--- src/rtl/dfr_axi_cfg_slave.sv ---
// dfr_axi_cfg_slave: AXI4-Lite responder for the DFR config registers and memory port.
// Optional DFR_AXI_BUSY_PROTECT_EN: reject parameter/memory writes while the core is busy.
module dfr_axi_cfg_slave #(
    parameter int C_S_AXI_DATA_WIDTH = 32,
    parameter int C_S_AXI_ADDR_WIDTH = 30,
    parameter int MEM_ADDR_WIDTH     = 16
) (
    input  logic                          S_AXI_ACLK,
    input  logic                          S_AXI_ARESETN,
    input  logic [C_S_AXI_ADDR_WIDTH-1:0] S_AXI_AWADDR,
    input  logic                          S_AXI_AWVALID,
    output logic                          S_AXI_AWREADY,
    input  logic [C_S_AXI_DATA_WIDTH-1:0] S_AXI_WDATA,
    input  logic [3:0]                    S_AXI_WSTRB,
    input  logic                          S_AXI_WVALID,
    output logic                          S_AXI_WREADY,
    output logic [1:0]                    S_AXI_BRESP,
    output logic                          S_AXI_BVALID,
    input  logic                          S_AXI_BREADY,
    input  logic [C_S_AXI_ADDR_WIDTH-1:0] S_AXI_ARADDR,
    input  logic                          S_AXI_ARVALID,
    output logic                          S_AXI_ARREADY,
    output logic [C_S_AXI_DATA_WIDTH-1:0] S_AXI_RDATA,
    output logic [1:0]                    S_AXI_RRESP,
    output logic                          S_AXI_RVALID,
    input  logic                          S_AXI_RREADY,
    output logic [31:0]                   ctrl_reg,
    output logic [31:0]                   num_init_samples,
    output logic [31:0]                   num_train_samples,
    output logic [31:0]                   num_test_samples,
    output logic [31:0]                   num_steps_per_sample,
    output logic [31:0]                   num_init_steps,
    output logic [31:0]                   num_train_steps,
    output logic [31:0]                   num_test_steps,
    output logic                          start,
    input  logic [31:0]                   debug_in,
    input  logic                          busy,
    output logic [1:0]                    mem_sel,
    output logic [MEM_ADDR_WIDTH-1:0]     mem_addr,
    output logic [31:0]                   mem_wdata,
    output logic                          mem_we,
    output logic                          mem_re,
    input  logic [31:0]                   mem_rdata
);

    localparam int OW = C_S_AXI_ADDR_WIDTH - 6;

    typedef enum logic [2:0] {
        IDLE, WR_ACK, WR_RESP, RD_ACK, RD_MEM, RD_RESP
    } state_t;

    state_t state, state_nxt;

    logic [C_S_AXI_ADDR_WIDTH-1:0] addr_q;
    logic [C_S_AXI_DATA_WIDTH-1:0] wdata_q;
    logic [C_S_AXI_DATA_WIDTH-1:0] rdata_q;
    logic [1:0]                    resp_q;

    logic [5:0]    region;
    logic [OW-1:0] off;
    logic          is_reg;
    logic          is_mem;
    logic          reg_ok;
    logic [3:0]    reg_idx;
    logic          wr_blocked;
    logic          wr_go;
    logic [31:0]   reg_rd;
    logic          unused_in;

    assign region  = addr_q[C_S_AXI_ADDR_WIDTH-1 -: 6];
    assign off     = addr_q[OW-1:0];
    assign is_reg  = (region == 6'h00);
    assign is_mem  = (region >= 6'h01) && (region <= 6'h04);
    assign reg_idx = off[5:2];
    assign reg_ok  = is_reg && (off[OW-1:6] == '0) && (off[1:0] == 2'b00)
                     && (reg_idx <= 4'd8);

`ifdef DFR_AXI_BUSY_PROTECT_EN
    assign wr_blocked = busy && (is_mem || (reg_ok && reg_idx >= 4'd2));
    assign unused_in  = ^S_AXI_WSTRB;
`else
    assign wr_blocked = 1'b0;
    assign unused_in  = ^{S_AXI_WSTRB, busy};
`endif

    assign wr_go = (state == WR_ACK) && !wr_blocked;

    assign S_AXI_AWREADY = (state == WR_ACK);
    assign S_AXI_WREADY  = (state == WR_ACK);
    assign S_AXI_BVALID  = (state == WR_RESP);
    assign S_AXI_ARREADY = (state == RD_ACK);
    assign S_AXI_RVALID  = (state == RD_RESP);
    assign S_AXI_BRESP   = resp_q;
    assign S_AXI_RRESP   = resp_q;
    assign S_AXI_RDATA   = rdata_q;

    assign mem_sel   = is_mem ? 2'(region - 6'h01) : 2'b00;
    assign mem_addr  = addr_q[MEM_ADDR_WIDTH+1:2];
    assign mem_wdata = wdata_q[31:0];
    assign mem_we    = wr_go && is_mem;
    assign mem_re    = (state == RD_ACK) && is_mem;
    assign start     = (state == WR_ACK) && reg_ok && (reg_idx == 4'd0)
                       && wdata_q[0];

    always_ff @(posedge S_AXI_ACLK or negedge S_AXI_ARESETN) begin
        if (!S_AXI_ARESETN) state <= IDLE;
        else                state <= state_nxt;
    end

    always_comb begin
        state_nxt = state;
        unique case (state)
            IDLE: begin
                // a complete write beats a simultaneous read
                if (S_AXI_AWVALID && S_AXI_WVALID) state_nxt = WR_ACK;
                else if (S_AXI_ARVALID)             state_nxt = RD_ACK;
            end
            WR_ACK:  state_nxt = WR_RESP;
            WR_RESP: if (S_AXI_BREADY) state_nxt = IDLE;
            RD_ACK:  state_nxt = RD_MEM;
            RD_MEM:  state_nxt = RD_RESP;
            RD_RESP: if (S_AXI_RREADY) state_nxt = IDLE;
            default: state_nxt = IDLE;
        endcase
    end

    always_ff @(posedge S_AXI_ACLK or negedge S_AXI_ARESETN) begin
        if (!S_AXI_ARESETN) begin
            addr_q  <= '0;
            wdata_q <= '0;
            rdata_q <= '0;
            resp_q  <= 2'b00;
        end else begin
            if (state == IDLE) begin
                if (S_AXI_AWVALID && S_AXI_WVALID) begin
                    addr_q  <= S_AXI_AWADDR;
                    wdata_q <= S_AXI_WDATA;
                end else if (S_AXI_ARVALID) begin
                    addr_q <= S_AXI_ARADDR;
                end
            end
            if (state == WR_ACK)
                resp_q <= (!(is_reg || is_mem) || wr_blocked) ? 2'b10 : 2'b00;
            if (state == RD_ACK)
                resp_q <= (is_reg || is_mem) ? 2'b00 : 2'b10;
            if (state == RD_MEM)
                rdata_q <= is_mem ? mem_rdata : reg_rd;
        end
    end

    always_comb begin
        reg_rd = '0;
        case (reg_idx)
            4'd0: reg_rd = ctrl_reg;
            4'd1: reg_rd = debug_in;
            4'd2: reg_rd = num_init_samples;
            4'd3: reg_rd = num_train_samples;
            4'd4: reg_rd = num_test_samples;
            4'd5: reg_rd = num_steps_per_sample;
            4'd6: reg_rd = num_init_steps;
            4'd7: reg_rd = num_train_steps;
            4'd8: reg_rd = num_test_steps;
            default: reg_rd = '0;
        endcase
        if (!reg_ok) reg_rd = '0;
    end

    always_ff @(posedge S_AXI_ACLK or negedge S_AXI_ARESETN) begin
        if (!S_AXI_ARESETN) begin
            ctrl_reg             <= '0;
            num_init_samples     <= '0;
            num_train_samples    <= '0;
            num_test_samples     <= '0;
            num_steps_per_sample <= '0;
            num_init_steps       <= '0;
            num_train_steps      <= '0;
            num_test_steps       <= '0;
        end else if (wr_go && reg_ok) begin
            case (reg_idx)
                4'd0: ctrl_reg             <= wdata_q[31:0];
                4'd2: num_init_samples     <= wdata_q[31:0];
                4'd3: num_train_samples    <= wdata_q[31:0];
                4'd4: num_test_samples     <= wdata_q[31:0];
                4'd5: num_steps_per_sample <= wdata_q[31:0];
                4'd6: num_init_steps       <= wdata_q[31:0];
                4'd7: num_train_steps      <= wdata_q[31:0];
                4'd8: num_test_steps       <= wdata_q[31:0];
                default: ;
            endcase
        end
    end

endmodule

--- config.mk ---
export PLATFORM = sky130hd
export DESIGN_NAME = dfr_axi_cfg_slave
export DESIGN_NICKNAME = d
export VERILOG_FILES = /design/src/rtl/dfr_axi_cfg_slave.sv
export SDC_FILE = /design/constraint.sdc
export NUM_CORES = 1
export LEC_CHECK = 0
export ABC_CLOCK_PERIOD_IN_PS = 3300
export CORE_ASPECT_RATIO = 1.1
export CORE_MARGIN = 2
export CORE_UTILIZATION = 30
export DETAILED_ROUTE_END_ITERATION = 12
export PLACE_DENSITY_LB_ADDON = 0.08
export SETUP_SLACK_MARGIN = 0.15
export SLEW_MARGIN = 20
export SYNTH_ARGS = -nofsm -noshare
export SYNTH_HDL_FRONTEND = slang
export SYNTH_SLANG_ARGS = --single-unit
--- constraint.sdc ---
create_clock -name S_AXI_ACLK -period 3.3 [get_ports S_AXI_ACLK]
set_input_delay 0.66 -clock S_AXI_ACLK [delete_from_list [all_inputs] [get_ports S_AXI_ACLK]]
set_output_delay 0.66 -clock S_AXI_ACLK [all_outputs]
set_load 0.01 [all_outputs]
### Yosys cells after proc, flatten, opt, wreduce, memory -nomap -nowiden

Index checks and enable logic that the tools add are counted.

* input port bits: 168
* word-level logic and storage cells: 76
* flip-flop bits (word level): 355
* output and inout bits: 350

* equality and inequality tests: 16
* reduce and logical (&&, ||, !) cells: 29
* muxes and demuxes: 14
* $lt $le $gt $ge: 3
* add/subtract/negate cells: 1

Operators by type and width (count)
* one-hot mux 32 bit (9 select lines): 1
* 2-to-1 mux 32 bit: 2
* 2-to-1 mux 30 bit: 2
* AND reduction 2 bit: 10
* logical NOT 18 bit: 1
* one-hot mux 3 bit (6 select lines): 1
* equality test 4 x 3 -> 1 bit, second input constant: 4
* 2-to-1 mux 3 bit: 4
* logical AND 1 bit: 10
* equality test 4 x 2 -> 1 bit, second input constant: 2
* 2-to-1 mux 2 bit: 4
* equality test 3 x 2 -> 1 bit, second input constant: 2
* equality test 3 bit, second input constant: 2
* >= comparator 6 x 1 -> 1 bit, second input constant: 1
* <= comparator 6 x 3 -> 1 bit, second input constant: 1
* logical NOT 6 bit: 1
* equality test 4 x 1 -> 1 bit, second input constant: 1
* equality test 4 bit, second input constant: 1
* <= comparator 4 bit, second input constant: 1
* logical NOT 4 bit: 1
* inequality test 2 x 1 -> 1 bit, second input constant: 2
* nonzero test 2 bit: 2
* equality test 3 x 1 -> 1 bit, second input constant: 1
* logical NOT 3 bit: 1
* 5 further kinds: 5

### Longest topological paths before layout

* depth in word-level cells: 7
* gate-level depth with buffers: 9
* mapped depth without buffers: 7

### Worst setup path before layout

No wires, ideal clock.

* path kind: register to output
* start: reg addr_q[5]
* end: out start
* path buffers: 3
* arrival time: 1.870 ns
* data required time: 2.640 ns
* cell stages (with the launch flop): 8
* setup slack: 0.770 ns
* cells stage by stage: dfrtp_1 -> clkbuf_1 -> or2_2 -> buf_2 -> nor3_4 -> clkbuf_1 -> nor4b_1 -> and2_1

* cells in the longest elaborated chain, start to end: 5
* elaborated cells on any way between the ends: 6
* those cells by class: order compare (1); reduce/logical (5)

Ends and longest elaborated chain
* start: declaration: line 54 `logic [C_S_AXI_ADDR_WIDTH-1:0] addr_q;`
* start signal: assignment: line 129 `addr_q <= '0;`
* start signal: assignment: line 136 `addr_q <= S_AXI_AWADDR;`
* start signal: assignment: line 139 `addr_q <= S_AXI_ARADDR;`
* <= comparator 4 bit: line 76 `&& (reg_idx <= 4'd8);`
* logical AND 1 bit: line 76
* logical AND 1 bit: line 102 `assign start = (state == WR_ACK) && reg_ok && (reg_idx == 4'd0)`
* logical AND 1 bit *: line 102
* logical AND 1 bit *: line 103 `&& wdata_q[0];`
* end: declaration: line 35 `output logic start,`

Mark *: on every way between the ends. The rest lies on a longest branch, timed or not.

### Worst setup path in the final report

* start: reg addr_q[9]
* end: out start

* cells in the longest elaborated chain, start to end: 7

Ends and longest elaborated chain
* logical NOT 18 bit: line 75 `assign reg_ok = is_reg && (off[OW-1:6] == '0) && (off[1:0] == 2'b00)`
* logical AND 1 bit (2 in a row): line 75
* logical AND 1 bit: line 76
* logical AND 1 bit (2 in a row): line 102
* logical AND 1 bit: line 103

No other way between the ends.

==> results list <==
- Kind of end point of the critical path: primary output
* Mean instance size in the synthesized netlist: roughly 13 µm²
- Netlist Area Pre-Place: 0.0163 mm²
- Drt pass-1 iters: 8
* Total design power: approximately 15000 µW
- Setup violations remaining at the end of the flow were counted as 0.
- Sequential area share after synthesis: 0.543
* Aggregate negative setup slack: 0 ns
- Timing would allow up to roughly 340 MHz.
- Required time at the endpoint of the critical path: 2.64 ns
* Clock buffers created by TritonCTS: between 40 and 50
- DRC violation count after routing: 0
- Port Buffer Count: a little over 500
* Final-stage net count: approximately 2000
* Core outline area: between 0.05 and 0.06 mm²
* Post-Layout Inst Area: approximately 0.024 mm²
- Max Buffers Root-to-Sink: 3
- Placement Cell Area: around 0.022 mm²
- Critical path launch point type: flop
- Routed Antenna Nets: 0
- Drt via density: 5.12
- Clock sink count: 354
- Final hold viol count: 0
- Family with the most delay on the worst path: simple AND/OR/NAND/NOR gates
* Outcome: finished clean
- Hold/Removal Path Class: in2async
- Dividing the final minimum period by the clock period gives 0.902.
- Overflow left after global routing: 0
* Cell breakdown of the critical path: nor4_4 > nand3_2 > or2_4 > nor4b_2 > and2_4 > buf_2
- Wires add up to approximately 70 mm.
* Hold Slack: about 0.13 ns
* Kind of critical path: reg2out
- Area Growth Syn to Fin: 46.1%
- approximately 520 I/O pins were placed.
* Normalized max-slew margin: 0.444
* Data arrival, critical path: around 2.3 ns
* Synth Instances: 1288
- Die area: about 0.056 mm²
- Pre-CTS setup slack: 0.266 ns
- Number of warning messages in the yosys log: 0
- Maximum cell stage delay along the critical path: around 0.42 ns
* Antenna violations before repair: 4
- At the later pin of the worst-skew pair, clock insertion delay measures ~0.58 ns.
* Global-route wire length before repair: about 100 mm
- Placed wire-length estimate: between 40 and 50 mm
* Fraction of layout instances using a drive strength above 1: 0.236
- Buffer and inverter count on the worst path: 1
* Master of the slowest instance on the critical path: dfrtp_1
- For the pin with the worst max-slew slack, the measured transition is roughly 0.8 ns.
* Horiz. Die Dim: roughly 230 µm
- The library cells used most frequently in the layout, excluding fill and tap cells, are clkdlybuf4s50_1, dfrtp_1, mux2_2, a21oi_1.
* Worst setup skew after layout: ~0.034 ns
* Commonest non-fill, non-tap cell in the layout: clkdlybuf4s50_1
- After synthesis, the netlist uses 50 different library cells.
- Total global-route track usage: 0.245
- In the final routed layout, each cell accounts on average for 27.4 µm.
* Weighted congestion at the end of routability-driven global placement: 0.789
- Pwr dens: around 640 mW/mm²
- Row generation in the floorplan step produced a little under 90 rows.
- CTS H-tree lvls: 2
- The tree is rooted in a clkbuf_16.
- Peak ir drop on the vdd network: between 300 and 400 µV
- Detailed routing inserted a total of about 13000 vias.
- Slack of the critical path: ~0.32 ns
- The initial utilization of the core area, before any placement, comes to 0.304.
- Clock input transition at the sequential cells of the worst setup and hold paths: 0.06 ns
- Pin count of the biggest net entering global routing: just under 90
* Die height: approximately 250 µm
- After the first detailed-routing iteration, the DRC count stood at 720.
* Number of fill cells: 5149
* CTS tree: built
- Of all nets on the critical path, the largest fanout is 3.
- Clock period minus worst slack: 2.98 ns
- Reported max-cap violation count: 0
- Setup repair after global routing missed its margin: no
- Summed over all cells, the static leakage comes to ~0.011 µW.
* Vias in the first global route: approximately 14000
* Count of final max-slew check failures: 0
- Flip-flop and latch count after synthesis: 354
* Number of buffers inserted for hold repair after clock tree synthesis: 0
==> final timing paths <==
kind                                       from                        to  slack (ns)  cells after the start
min in group S_AXI_ACLK         S_AXI_RDATA[11]           S_AXI_RDATA[11]        0.50                      2
worst max-delay path                  addr_q[9]                     start        0.32                      6
worst max register to register        addr_q[3]        num_init_steps[28]        0.52                      6
worst min register to register  S_AXI_RDATA[11]           S_AXI_RDATA[11]        0.50                      2
worst min-delay path              S_AXI_ARESETN             mem_wdata[26]        0.13                      1
max in group asynchronous         S_AXI_ARESETN  num_steps_per_sample[29]        2.30                      2
==> synthesized netlist by cell type, drive strengths merged <==
cell,count,area [µm²]
a2111oi,8,70.1
a21oi,89,445
a221o,14,140
a22oi,78,586
a32oi,7,61.3
and2,7,43.8
and3,9,56.3
and3b,1,8.76
buf,65,484
clkbuf,52,196
conb,1,3.75
dfrtp,354,8860
ha,3,37.5
inv,6,22.5
mux2,293,3300
mux2i,57,571
nand2,16,60.1
nand2b,5,31.3
nand3,9,50.1
nand3b,2,15.0
nor2,78,293
nor2b,11,68.8
nor3,8,119
nor3b,4,35.0
nor4,10,83.8
nor4b,2,17.5
o21a,1,7.51
o21ai,35,175
o221a,1,11.3
o221ai,6,52.6
o22a,1,8.76
o22ai,32,200
o2bb2ai,14,123
o311a,1,10.0
o31ai,1,12.5
or2,4,25.0
or3b,2,17.5
or4,1,7.51
==> power by group <==
group          internal [µW]  total [µW]  leakage, µW  switching, µW
Sequential              4930        5850      0.00473            922
Clock                   2700        4610     0.000673           1910
Combinational           2010        4800      0.00514           2790
Total                   9640       15300       0.0105           5620
==> per-layer routing <==
metal	part of all wire	track usage	vias to the layer above	wire [µm]
li1	-	-	5787	-
met1	0.42	0.309	6786	29200
met2	0.49	0.411	440	34400
met3	0.065	0.0614	100	4540
met4	0.030	0.0786	4	2090
met5	0.00034	0	-	24
==> worst register-to-register path, stage by stage (launching register included) <==
cell and delay [ns]:
dfrtp_4 0.44, buf_4 0.42, nor2b_4 0.67, nand3_1 0.23, nor3_4 0.20, buf_12 0.31, mux2_2 0.40
==> stage by stage <==
stage / util / instances
2_1_floorplan: - / 1289
3_3_place_gp: 0.417 / 2481
3_5_place_dp: 0.417 / 2481
4_1_cts: 0.443 / 2559
5_1_grt: 0.444 / 2561
6_report: 0.444 / 2561
==> repair_timing <==
action,4_1_cts,5_1_grt
endpoints found under the setup margin,1,1
pin swaps,5,3
resized for setup,10,6
buffers inserted,2,0
==> cell families after synthesis <==
| kind of cell | Yosys count | share of synthesized area |
|---|---|---|
| adder cells (fa/ha/maj) | 3 | 0.00230 |
| multiplexers | 350 | 0.237 |
| flip-flops | 354 | 0.543 |
| buffers and inverters | 123 | 0.0431 |
| AND/OR/NAND/NOR | 169 | 0.0572 |
| other | 1 | 0.000230 |
| AO/OA/AOI/OAI | 288 | 0.117 |
==> final cells by class <==
type                            count  area, µm²  area share
Clock inverter                     12        106     0.00446
Timing Repair Buffer              583       5770       0.242
Inverter                            6       22.5    0.000945
Antenna cell                        2       5.00    0.000210
Tap cell                          728        911      0.0382
Sequential cell                   354       8860       0.372
Multi-Input combinational cell    812       6900       0.290
Clock buffer                       64       1250      0.0526
No activity file was read; power rests on OpenSTA's default activity.
